<file path="config.mk">
export PLATFORM = sky130hd
export DESIGN_NAME = aes_cipher_core
export DESIGN_NICKNAME = d
export VERILOG_FILES = /design/src/rtl/aes_cipher_core.sv
export SDC_FILE = /design/constraint.sdc
export NUM_CORES = 2
export LEC_CHECK = 0
export BUFFER_PORTS_ARGS = -buffer_cell sky130_fd_sc_hd__buf_2
export CAP_MARGIN = 0
export CELL_PAD_IN_SITES_DETAIL_PLACEMENT = 0
export CELL_PAD_IN_SITES_GLOBAL_PLACEMENT = 1
export CORE_AREA = 8 8 741 743
export CTS_CLUSTER_DIAMETER = 200
export DETAILED_ROUTE_END_ITERATION = 6
export DIE_AREA = 0 0 749 751
export PLACE_DENSITY_LB_ADDON = 0.3
export RECOVER_POWER = 50
export SYNTH_ARGS = -nofsm -noshare
export SYNTH_HDL_FRONTEND = slang
export SYNTH_SLANG_ARGS = --single-unit
export TNS_END_PERCENT = 1
</file>
<file path="constraint.sdc">
create_clock -name clk -period 4.9 [get_ports clk]
set_clock_uncertainty 0.1 [all_clocks]
set_input_delay 0.49 -clock clk [delete_from_list [all_inputs] [get_ports clk]]
set_output_delay 0.49 -clock clk [all_outputs]
set_load 0.03 [all_outputs]
</file>
<file path="src/rtl/aes_cipher_core.sv">
// Iterative AES encryption core: one full cipher round per clock, fed by the
// packed round-key schedule produced by the upstream key expansion block.
module aes_cipher_core #(
   parameter int Nr = 12,
   parameter int Nk = 6
) (
   input  logic                   clk,
   input  logic                   rst_n,
   input  logic                   start,
   input  logic [127:0]           plaintext,
   input  logic [(Nr+1)*128-1:0]  full_key,
   output logic                   busy,
   output logic                   done,
   output logic [127:0]           ciphertext
);

   localparam int unsigned NRU  = Nr;
   localparam int unsigned NKU  = Nk;
   localparam int unsigned NW   = 4 * (NRU + 1);
   localparam int unsigned G    = NKU * (NW / NKU);
   localparam logic [3:0]  LAST = 4'(Nr);

   localparam logic [0:255][7:0] SBOX = {
      128'h637c777bf26b6fc53001672bfed7ab76,
      128'hca82c97dfa5947f0add4a2af9ca472c0,
      128'hb7fd9326363ff7cc34a5e5f171d83115,
      128'h04c723c31896059a071280e2eb27b275,
      128'h09832c1a1b6e5aa0523bd6b329e32f84,
      128'h53d100ed20fcb15b6acbbe394a4c58cf,
      128'hd0efaafb434d338545f9027f503c9fa8,
      128'h51a3408f929d38f5bcb6da2110fff3d2,
      128'hcd0c13ec5f974417c4a77e3d645d1973,
      128'h60814fdc222a908846eeb814de5e0bdb,
      128'he0323a0a4906245cc2d3ac629195e479,
      128'he7c8376d8dd54ea96c56f4ea657aae08,
      128'hba78252e1ca6b4c6e8dd741f4bbd8b8a,
      128'h703eb5664803f60e613557b986c11d9e,
      128'he1f8981169d98e949b1e87e9ce5528df,
      128'h8ca1890dbfe6426841992d0fb054bb16
   };

   typedef enum logic {IDLE, RUN} fsm_t;

   fsm_t         fsm;
   logic [3:0]   round;
   logic [127:0] state;
   logic [127:0] rk [0:Nr];
   logic [127:0] round_key;
   logic [127:0] round_out;
   logic [7:0]   sb [16];
   logic [7:0]   sr [16];
   logic [31:0]  mc [4];

   // Full groups of Nk words are stored word-reversed; the partial tail group
   // sits in the top 128 bits in natural order.
   function automatic int unsigned word_off(input int unsigned k);
      if (k < G)
         return 32 * ((NKU - 1 - (k % NKU)) + NKU * (k / NKU));
      else
         return (NRU + 1) * 128 - 32 * (k - G + 1);
   endfunction

   function automatic logic [7:0] xtime(input logic [7:0] b);
      return {b[6:0], 1'b0} ^ (b[7] ? 8'h1b : 8'h00);
   endfunction

   function automatic logic [31:0] mix_col(input logic [31:0] col);
      logic [7:0] a0, a1, a2, a3;
      {a0, a1, a2, a3} = col;
      return {xtime(a0) ^ xtime(a1) ^ a1 ^ a2 ^ a3,
              a0 ^ xtime(a1) ^ xtime(a2) ^ a2 ^ a3,
              a0 ^ a1 ^ xtime(a2) ^ xtime(a3) ^ a3,
              xtime(a0) ^ a0 ^ a1 ^ a2 ^ xtime(a3)};
   endfunction

   for (genvar r = 0; r <= Nr; r++) begin : g_rk
      assign rk[r] = {full_key[word_off(4*r)   +: 32],
                      full_key[word_off(4*r+1) +: 32],
                      full_key[word_off(4*r+2) +: 32],
                      full_key[word_off(4*r+3) +: 32]};
   end

   always_comb begin
      round_key = rk[round];
   end

   always_comb begin
      for (int unsigned i = 0; i < 16; i++)
         sb[i] = SBOX[state[127-8*i -: 8]];
   end

   // Byte i is row i%4, column i/4; row r rotates left by r columns.
   always_comb begin
      for (int unsigned c = 0; c < 4; c++)
         for (int unsigned r = 0; r < 4; r++)
            sr[r + 4*c] = sb[r + 4*((c + r) % 4)];
   end

   always_comb begin
      for (int unsigned c = 0; c < 4; c++) begin
         mc[c] = {sr[4*c], sr[4*c+1], sr[4*c+2], sr[4*c+3]};
         if (round != LAST)
            mc[c] = mix_col(mc[c]);
      end
   end

   always_comb begin
      for (int unsigned c = 0; c < 4; c++)
         round_out[127-32*c -: 32] = mc[c] ^ round_key[127-32*c -: 32];
   end

   always_ff @(posedge clk) begin
      if (!rst_n) begin
         fsm        <= IDLE;
         round      <= '0;
         state      <= '0;
         busy       <= 1'b0;
         done       <= 1'b0;
         ciphertext <= '0;
      end else begin
         done <= 1'b0;
         case (fsm)
            IDLE: begin
               round <= '0;
               if (start) begin
                  state <= plaintext ^ rk[0];
                  round <= 4'd1;
                  busy  <= 1'b1;
                  fsm   <= RUN;
               end
            end
            RUN: begin
               if (round == LAST) begin
                  ciphertext <= round_out;
                  done       <= 1'b1;
                  busy       <= 1'b0;
                  round      <= '0;
                  fsm        <= IDLE;
               end else begin
                  state <= round_out;
                  round <= round + 4'd1;
               end
            end
            default: fsm <= IDLE;
         endcase
      end
   end

endmodule

</file>
==> Implementation_results.wiki <==
{| class="wikitable"
! Metric !! Value
|-
| Status || finished, violations left
|-
| Failing checks || design-rule violations, max-capacitance violations, max-slew violations
|-
| Router iterations before antenna repair || 7
|-
| Final nets || 15300
|-
| Fraction of synthesized cell area taken by the top area cell type || 0.164
|-
| Die X || 749 um
|-
| Placed Cells incl. Taps || 20400
|-
| Netlist Area Pre-Place || 83900 um2
|-
| Wire length of the first global-routing pass || 1230000 um
|-
| Class of the tightest hold or removal check || in2reg
|-
| Total routing resource utilization after global routing || 0.332
|-
| Maximum vdd drop || 0.972 mV
|-
| Flip-flop and latch count after synthesis || 263
|-
| Post-layout minimum cycle time || 4.87 ns
|-
| Final instance count without filler cells || 21400
|-
| Post-detailed-route DRC marker count || 21
|-
| Synthesis warning total || 0
|-
| Commonest non-fill, non-tap cell in the layout || buf_2
|-
| Slew at the pin with the worst max-slew slack || 1.85 ns
|-
| Estimated wirelength of the detail-placed design || 841000 um
|-
| 1st-iter DRT viols || 16500
|-
| Post-synthesis simple-gate area fraction || 0.212
|-
| Vias per cell || 5.53
|-
| Series of cell instances along the critical path || inv_1 > ha_1 > nor2b_1 > o21ai_0 > o21ai_0 > mux4_2 > and2_1 > o311ai_0 > buf_4 > buf_4 > xnor2_1 > xnor2_1 > xnor2_1 > buf_4 > o21ai_1
|-
| Port buffer count || 1924
|-
| Relative slew slack || -0.232
|-
| Xor/xnor share of the synthesized area || 0.0910
|-
| Wire length on met1 || 392000 um
|-
| CTS H-tree depth || 2
|-
| Combined area of the multi-input logic cells || 72100 um2
|-
| Worst hold slack across all endpoints || 0.0351 ns
|-
| Detailed route wirelength on metal3 || 117000 um
|-
| Uppermost layer routed || met5
|-
| Num rows || 270
|-
| Synth Flop Type || dfxtp_1
|-
| Number of inserted filler cells in the final layout || 61500
|-
| Initial antenna violation count || 576
|-
| Largest net degree at the start of global routing || 148
|-
| # setup viols final || 0
|-
| Final routed wirelength across all metal layers || 989000 um
|-
| Clock Tree Buf Depth || 3
|-
| Count of boundary I/O pins || 1925
|-
| DR vias || 118000
|-
| Routed wire length on met2 || 399000 um
|-
| Critical path type || reg2reg
|-
| Maximum frequency from static timing analysis || 205 MHz
|-
| Crit path DAT || 5.45 ns
|-
| Family with the most delay on the worst path || compound AO/OA/AOI/OAI gates
|-
| Clock insertion delay at the later pin of the skew report || 0.84 ns
|-
| Post-synthesis share of cell area spent on full adders, half adders and majority gates || 0.0354
|-
| Starting utilization of the core area || 0.156
|-
| Total overflow reported by the global router || 0
|-
| Highest-count cells in the layout ignoring fill and taps || buf_2 (1793), buf_4 (1141), nand2_1 (1105)
|-
| Reg area || 5390 um2
|-
| Proportion of register bits with asynchronous set or reset after synthesis || 0
|-
| Startpoint kind of the worst setup timing path || flip-flop
|-
| Maximum fanout encountered on the critical timing path || 9
|-
| Layout cell share with drive strength beyond 1 || 0.314
|-
| Synth Net Count || 13500
|-
| Cell taking the most area after synthesis || mux4_2
|-
| Sinks on the clock net || 263
|-
| Overall die area || 562000 um2
|-
| TNS Setup || 0 ns
|-
| Max-cap viol count || 3
|-
| Endpoints failing hold || 0
|-
| Element type at the critical path end || flip-flop
|-
| CTS root buf || clkbuf_16
|-
| Leakage Power || 41.1 nW
|-
| Setup repair after global routing missed its margin || false
|-
| Worst path required time || 5.48 ns
|-
| Power density normalized to cell area || 991 nW/um2
|-
| Main combinational cell family by area after synthesis || compound AO/OA/AOI/OAI gates
|-
| Clock slew seen by the registers of the worst setup and hold paths || 0.06 ns
|-
| Sum of buffers and inverters on the critical path || 4
|-
| Vertical die dimension || 751 um
|-
| Post-Synthesis Mean Instance Area || 7.33 um2
|-
| Num CTS Buffers || 55
|-
| Final slew viol count || 47
|-
| Slowest-stage cell, CP || o311ai_0
|-
| Placeable core region || 538000 um2
|-
| Number of enable-type register cells in the synthesized netlist || 0
|-
| Area delta synth->final || 32.7%
|-
| Post-synth cell types || 115
|-
| Routed WL per cell || 46.3 um
|-
| Largest incremental delay on the critical path || 0.80 ns
|-
| End-of-flow core utilization || 0.207
|-
| Vias in the first global route || 108000
|-
| Part of the Yosys area used for sequential elements || 0.0628
|-
| Ranking of synthesized cells by area || mux4_2 (16%), dfxtp_1 (6.3%), o21ai_0 (5.3%), xnor2_1 (5.2%), a21oi_1 (5.0%)
|-
| Crit share post-route || 0.993
|-
| Fraction of synthesized area in multiplexers || 0.183
|-
| RePlAce Congestion || 1.04
|-
| Synthesized instance count || 11500
|-
| Clock tree from TritonCTS || done
|-
| Compound-Gate Fraction of Synth Area || 0.337
|-
| Count of nets left with antenna violations after detail routing || 0
|}
-- metrics by stage --
stage                     power (mW)  setup slack, ns  instance area, um2
after global placement           105          -0.0709              107000
final                            110           0.0332              111000
after CTS                        108           0.0314              110000
after detailed placement         103          0.00580              107000
after floorplan                 54.0            0.254               83900
after global routing             113           0.0364              111000
-- kinds of logic after synthesis --
kind of cell | Yosys count
AND/OR/NAND/NOR | 3650
AO/OA/AOI/OAI | 4141
flip-flops | 263
XOR/XNOR | 837
buffers and inverters | 1562
adder cells (fa/ha/maj) | 239
multiplexers | 758
-- worst paths after layout --
check                      from   endpoint  slack, ns  depth (start not counted)
setup / recovery      state[57]  state[51]       0.03                         15
hold reg to reg            busy       busy       0.36                          2
setup reg to reg      state[57]  state[51]       0.03                         15
hold / removal    plaintext[18]  state[18]       0.04                          4
-- cell usage after synthesis (156+ instances only) --
master    instances
a211oi_1        202
a21oi_1         835
a221oi_1        180
a311oi_1        156
a31oi_1         243
buf_2           416
clkbuf_1        791
dfxtp_1         263
ha_1            229
mux4_2          612
nand2_1        1107
nand2b_1        344
nand3_1         325
nor2_1          689
nor2b_1         261
nor3_1          329
o211ai_1        192
o21ai_0         888
xnor2_1         501
xor2_1          310
-- per-layer routing --
metal,track usage,up-vias
li1,-,48300
met1,0.409,59400
met2,0.473,8297
met3,0.134,1903
met4,0.215,290
met5,0,-
-- worst register-to-register path, stage by stage (launching register included) --
cell and delay, ns:
dfxtp_1 0.32, inv_1 0.29, ha_1 0.41, nor2b_1 0.25, o21ai_0 0.50, o21ai_0 0.17, mux4_2 0.47, and2_1 0.18
o311ai_0 0.80, buf_4 0.26, buf_4 0.17, xnor2_1 0.10, xnor2_1 0.15, xnor2_1 0.32, buf_4 0.18, o21ai_1 0.05
-- power breakdown --
| part | switching, mW | total, mW | internal (mW) |
|---|---|---|---|
| logic | 61.8 | 101 | 39.6 |
| registers | 1.74 | 4.42 | 2.68 |
| clock network | 1.94 | 4.44 | 2.50 |
| total | 65.5 | 110 | 44.8 |
-- sequential cells by signal, indices dropped and copies added, names as in the netlist --
signal      cells
busy            1
ciphertext    128
done            1
fsm             1
round           4
state         128
-- area by class of cell --
class	count	share of cell area
Antenna cell	801	0.0180
Sequential cell	263	0.0484
Clock inverter	29	0.00278
Tap cell	7208	0.0810
Multi-Input combinational cell	9625	0.647
Inverter	173	0.00597
Clock buffer	73	0.0146
Timing Repair Buffer	3196	0.182
-- repair_timing --
action,CTS,global route
resized for setup,1,6
hold endpoints to repair,17,0
endpoints found under the setup margin,1,6
hold buffers,16,0
setup buffers,0,0
No activity file was read; power rests on OpenSTA's default activity.
